`src/rtl/r_pkt_tx.sv`:
```
// r_pkt_tx: packet transmitter feeding the 1x4 router input.
// It buffers a whole payload and accumulates parity while loading.
// It then sends the header, the payload and the parity byte back-to-back.
// A busy signal from the router holds the output.
// There is an idle gap after each packet.
//
// state  | meaning
// IDLE   | ready for a request; zero-length requests are dropped here
// LOAD   | accepting payload bytes into the buffer
// HDR    | header {len, addr} on data_in
// PLD    | payload byte buf[rd-1] on data_in
// PAR    | parity byte on data_in, pkt_valid low
// GAP    | forced idle after the parity byte
module r_pkt_tx #(
    parameter int MAX_LEN    = 63,
    parameter int GAP_CYCLES = 2
) (
    input  logic        clk,
    input  logic        resetn,
    input  logic        req_valid,
    input  logic [1:0]  req_addr,
    input  logic [5:0]  req_len,
    input  logic        req_corrupt,
    output logic        req_ready,
    input  logic [7:0]  pl_data,
    input  logic        pl_valid,
    output logic        pl_ready,
    input  logic        busy,
    output logic [7:0]  data_in,
    output logic        pkt_valid,
    output logic        tx_done,
    output logic        len_drop,
    output logic [15:0] pkt_count
);

    localparam int GAP_W = (GAP_CYCLES > 1) ? $clog2(GAP_CYCLES) : 1;

    localparam logic [2:0] S_IDLE = 3'd0;
    localparam logic [2:0] S_LOAD = 3'd1;
    localparam logic [2:0] S_HDR  = 3'd2;
    localparam logic [2:0] S_PLD  = 3'd3;
    localparam logic [2:0] S_PAR  = 3'd4;
    localparam logic [2:0] S_GAP  = 3'd5;

    logic [2:0]       state;
    logic [1:0]       addr_q;
    logic [5:0]       len_q;
    logic             corrupt_q;
    logic [5:0]       wr_ptr;
    logic [5:0]       rd_ptr;
    logic [7:0]       parity_acc;
    logic [GAP_W-1:0] gap_cnt;
    logic [7:0]       pkt_buf [0:MAX_LEN-1];

    logic       req_fire;
    logic       pl_fire;
    logic [7:0] hdr_byte;

    // req_ready is only ever high in IDLE, so a fire implies IDLE.
    assign req_fire = req_valid && req_ready;
    assign pl_ready = (state == S_LOAD) && (wr_ptr < len_q);
    assign pl_fire  = pl_valid && pl_ready;
    assign hdr_byte = {len_q, addr_q};

    // Payload storage; contents are don't-care until written, so no reset.
    always_ff @(posedge clk) begin
        if (pl_fire) begin
            pkt_buf[wr_ptr] <= pl_data;
        end
    end

    // Sequencer, output register and counters.
    // rd_ptr always points one past the payload byte currently shown.
    always_ff @(posedge clk) begin
        if (!resetn) begin
            state      <= S_IDLE;
            data_in    <= 8'h00;
            pkt_valid  <= 1'b0;
            req_ready  <= 1'b0;
            tx_done    <= 1'b0;
            len_drop   <= 1'b0;
            pkt_count  <= 16'h0000;
            addr_q     <= 2'd0;
            len_q      <= 6'd0;
            corrupt_q  <= 1'b0;
            wr_ptr     <= 6'd0;
            rd_ptr     <= 6'd0;
            parity_acc <= 8'h00;
            gap_cnt    <= '0;
        end else begin
            tx_done  <= 1'b0;
            len_drop <= 1'b0;
            case (state)
                S_IDLE: begin
                    req_ready <= 1'b1;
                    if (req_fire) begin
                        if (req_len != 6'd0) begin
                            addr_q     <= req_addr;
                            len_q      <= req_len;
                            corrupt_q  <= req_corrupt;
                            parity_acc <= 8'h00;
                            wr_ptr     <= 6'd0;
                            req_ready  <= 1'b0;
                            state      <= S_LOAD;
                        end else begin
                            len_drop <= 1'b1;
                        end
                    end
                end
                S_LOAD: begin
                    if (pl_fire) begin
                        wr_ptr     <= wr_ptr + 6'd1;
                        parity_acc <= parity_acc ^ pl_data;
                        if (wr_ptr == len_q - 6'd1) begin
                            data_in   <= hdr_byte;
                            pkt_valid <= 1'b1;
                            state     <= S_HDR;
                        end
                    end
                end
                S_HDR: begin
                    if (!busy) begin
                        parity_acc <= parity_acc ^ hdr_byte;
                        data_in    <= pkt_buf[0];
                        rd_ptr     <= 6'd1;
                        state      <= S_PLD;
                    end
                end
                S_PLD: begin
                    if (!busy) begin
                        if (rd_ptr == len_q) begin
                            data_in   <= parity_acc ^ {7'b0, corrupt_q};
                            pkt_valid <= 1'b0;
                            state     <= S_PAR;
                        end else begin
                            data_in <= pkt_buf[rd_ptr];
                            rd_ptr  <= rd_ptr + 6'd1;
                        end
                    end
                end
                S_PAR: begin
                    if (!busy) begin
                        tx_done   <= 1'b1;
                        pkt_count <= pkt_count + 16'd1;
                        data_in   <= 8'h00;
                        gap_cnt   <= GAP_W'(GAP_CYCLES - 1);
                        state     <= S_GAP;
                    end
                end
                S_GAP: begin
                    if (gap_cnt == '0) begin
                        req_ready <= 1'b1;
                        state     <= S_IDLE;
                    end else begin
                        gap_cnt <= gap_cnt - 1'b1;
                    end
                end
                default: begin
                    req_ready <= 1'b0;
                    pkt_valid <= 1'b0;
                    data_in   <= 8'h00;
                    state     <= S_IDLE;
                end
            endcase
        end
    end

endmodule

```
`config.mk`:
```
export PLATFORM = sky130hd
export DESIGN_NAME = r_pkt_tx
export DESIGN_NICKNAME = d
export VERILOG_FILES = /design/src/rtl/r_pkt_tx.sv
export SDC_FILE = /design/constraint.sdc
export NUM_CORES = 1
export LEC_CHECK = 0
export ABC_CLOCK_PERIOD_IN_PS = 3100
export BUFFER_PORTS_ARGS = -buffer_cell sky130_fd_sc_hd__buf_4
export CAP_MARGIN = 25
export CORE_MARGIN = 3
export CORE_UTILIZATION = 50
export DETAILED_ROUTE_END_ITERATION = 10
export GPL_TIMING_DRIVEN = 0
export HOLD_SLACK_MARGIN = 0.02
export MAX_ROUTING_LAYER = met4
export PLACE_DENSITY_LB_ADDON = 0.12
export SKIP_LAST_GASP = 1
export SYNTH_ARGS = -nofsm -noshare
export SYNTH_HDL_FRONTEND = slang
export SYNTH_SLANG_ARGS = --single-unit
```
`constraint.sdc`:
```
create_clock -name clk -period 3.1 [get_ports clk]
set_input_delay 0.465 -clock clk [delete_from_list [all_inputs] [get_ports clk]]
set_output_delay 0.465 -clock clk [all_outputs]
set_load 0.005 [all_outputs]
```
==> flow_metrics.py <==
metrics = {
    "detailed_routing": {
        "drt-total-wl_um": 55700,
        "ant_nets": 0,
        "drtPass1Iterations": 5,
        "via_per_inst": 6.02,
        "drc_errors": 0,
        "drt_iter0_markers": 1327,
        "wl_per_cell_um": 25.9,
        "vias": 12939,
    },
    "floorplanning": {
        "coreArea_mm2": 0.0455,
        "start_util": 0.508,
        "fp.dieH_um": 221,
        "dieArea_mm2": 0.0488,
        "rows": 78,
        "dieWidth_um": 221,
        "ios": 51,
    },
    "worst_setup_path": {
        "worstPathArrival_ps": 3350,
        "critical_path_class": "register to register",
        "critPathLaunchType": "register",
        "critPathMaxFanout": 10,
        "cp-end-kind": "register",
        "startpoint": "wr_ptr[2]",
        "timing.rr.start": "wr_ptr[2]",
        "critPathRequiredTime_ps": 3360,
    },
    "synthesis": {
        "synth_top_family_by_area": "multiplexers",
        "yosys_warnings": 0,
        "yosys.area_share.simple": 0.0585,
        "yosysTopAreaCell": "edfxtp_1",
        "ys_seq_area_frac": 0.713,
        "synth_flop_cell": "edfxtp_1",
        "synth_xor_area_frac": 0.0121,
        "yosys-top-cells-area": "edfxtp_1 66%, mux4_2 9.8%, dfxtp_1 5.8%, mux2i_1 3.9%, nor2_1 1.8%",
        "ys_types": 56,
        "async_reset_ff_frac": 0,
        "synth.top_cell.area_share": 0.655,
        "synth_mux_area_frac": 0.138,
        "ys_ff_latch": 571,
        "synth_edf_count": 504,
        "syn-cell-area_mm2": 0.0231,
        "postSynthCellCount": 1379,
        "synth_fp_nets": 1411,
        "syn_area_per_cell_um2": 16.7,
        "synth_adder_area_share": 0.00542,
        "synth-compound-area-share": 0.0549,
    },
    "hold_path": {
        "worstHoldStart": "req_addr[0]",
        "worst_hold_path_type": "input port to register",
    },
    "global_routing": {
        "gr-usage-all-layers": 0.236,
        "grt_pass1_wl_um": 84300,
        "grt_max_degree": 66,
        "gr-total-overflow": 0,
        "grt_pass1_vias": 12995,
        "antenna_found_initial": 0,
    },
    "timing": {
        "grt_setup_unrepaired": "true",
        "hold_ws_ps": 109,
        "tns_ps": 0,
        "worst_pin_slew_ps": 1050,
        "setup_viol": 0,
        "drv_slew": 0,
        "fin_crit_sh": 0.996,
        "fmax_mhz": 324,
        "final-hold-violation-count": 0,
        "fin_crit_ps": 3090,
        "fin_skew_ps": 26.2,
        "slew_headroom": 0.297,
    },
    "cts": {
        "holdBufCountCts": 0,
        "cts_buffer_depth": 3,
        "cts_tree": "done",
        "h-tree-depth": 2,
        "insertion_delay_ps": 620,
        "cts_buffers": 57,
        "cts_sinks": 571,
        "root_buffer": "clkbuf_16",
        "cts.reportedPaths.clkPinSlew_ps": 60,
    },
    "layout": {
        "layout-drive-gt1-share": 0.249,
        "diodes": 0,
        "syn_to_final_growth_pct": 16.5,
        "layout_common_cells": "504 x edfxtp_1, 101 x mux4_2, 89 x mux2i_1",
        "layout_commonest_cell": "edfxtp_1",
        "utilization": 0.592,
        "layout.nets": 1531,
    },
    "power": {
        "power.leakage_nw": 8.24,
        "ir_drop_mv": 0.376,
        "swShare": 0.225,
        "power_density_mw_per_mm2": 654,
        "seqPwrFrac": 0.482,
        "switching_power_mw": 3.97,
        "p_int_mw": 13.6,
        "power_frac_comb": 0.096,
        "p_clk_frac": 0.422,
    },
    "place": {
        "io_buffers": 50,
        "gp_congestion": 0.928,
        "dp_hpwl_um": 36400,
    },
    "flow_run": {
        "maxCapViolCount": 0,
    },
    "outcome": {
        "status": "complete, no violations",
    },
}
## cell usage after synthesis, types with 4 or more instances
cell type	n
a211oi_1	4
a21o_1	8
a21oi_1	40
a22oi_1	36
a31oi_1	18
and3_1	8
buf_1	16
buf_2	31
clkbuf_1	40
dfxtp_1	67
edfxtp_1	504
ha_1	10
inv_1	10
mux2i_1	89
mux4_2	101
nand2_1	60
nand2b_1	8
nand3_1	17
nand3b_1	8
nand4_1	9
nor2_1	112
nor2b_1	10
nor3_1	6
nor4_1	6
o211ai_1	10
o21ai_0	25
o22ai_1	30
o2bb2ai_1	6
or3_1	20
xnor2_1	15
xor2_1	17
## critical path, stage by stage (launching register included)
cell and delay (ps):
dfxtp_1 340, clkbuf_1 490, inv_1 220, or3_1 420
or3_1 330, clkbuf_1 370, nor2_2 570
## sequential cells by signal (all words and copies together), names as in the netlist, named ones only
register	flops
wr_ptr	6
parity_acc	8
rd_ptr	6
len_q	6
pkt_count	16
tx_done	1
req_ready	1
state	3
addr_q	2
pkt_valid	1
data_in	8
corrupt_q	1
len_drop	1
gap_cnt	1
pkt_buf	504
## layout make-up
type	instances	area, µm²
fillers	3452	18600
plain buffers	84	415
multi-input cells	708	6590
repair buffers	65	588
clock inverters	34	479
well taps	600	751
inverters	12	45.0
flip-flops and latches	571	16500
clock buffers	74	1560
## power groups by stage
stage | Sequential, mW | Clock (mW) | Combinational, mW
after floorplan | 8.63 | 0 | 1.10
after global placement | 8.64 | 0 | 1.64
after detailed placement | 8.64 | 0 | 1.66
after CTS | 8.49 | 7.54 | 1.67
after global routing | 8.49 | 7.88 | 1.82
final | 8.49 | 7.44 | 1.68
## per-stage QoR
| stage | instance area (µm²) | std cells | total power [mW] | setup slack [ps] |
|---|---|---|---|---|
| 2_1_floorplan | 23100 | 1379 | 9.73 | 3.80 |
| 3_3_place_gp | 24200 | 2029 | 10.3 | -1110 |
| 3_5_place_dp | 24300 | 2032 | 10.3 | -506 |
| 4_1_cts | 26800 | 2148 | 17.7 | -158 |
| 5_1_grt | 26900 | 2148 | 18.2 | -82.9 |
| 6_report | 26900 | 2148 | 17.6 | 11.5 |
## logic make-up (layout without fill, tap and decap cells)
group / Yosys count / count (layout)
simple gates: 280 / 280
flops: 571 / 571
fa+ha+maj: 10 / 10
buf+inv: 100 / 269
mux: 191 / 191
xor+xnor: 32 / 32
compound gates: 195 / 195
## routing by layer
metal | vias up | wire, µm | share of wire | GRT usage
met5 | - | 0 | 0 | -
met4 | 0 | 1280 | 0.023 | 0.0652
met3 | 80 | 3740 | 0.067 | 0.0328
met2 | 479 | 26100 | 0.47 | 0.360
met1 | 6658 | 24600 | 0.44 | 0.340
li1 | 5722 | - | - | -
## repair_timing
| item | CTS | global route |
|---|---|---|
| buffers inserted | 12 | 0 |
| setup endpoints to repair | 512 | 327 |
| cloned | 0 | 0 |
| pin swaps | 10 | 0 |
| gates resized for setup | 104 | 28 |
## final timing paths
path	cells after the start	slack, ps	end
setup / recovery	6	10	pkt_buf[36][2]
hold / removal	3	110	addr_q[0]
setup reg to reg	6	10	pkt_buf[36][2]
hold reg to reg	2	490	parity_acc[6]
Power figures use the tool's default switching activity.
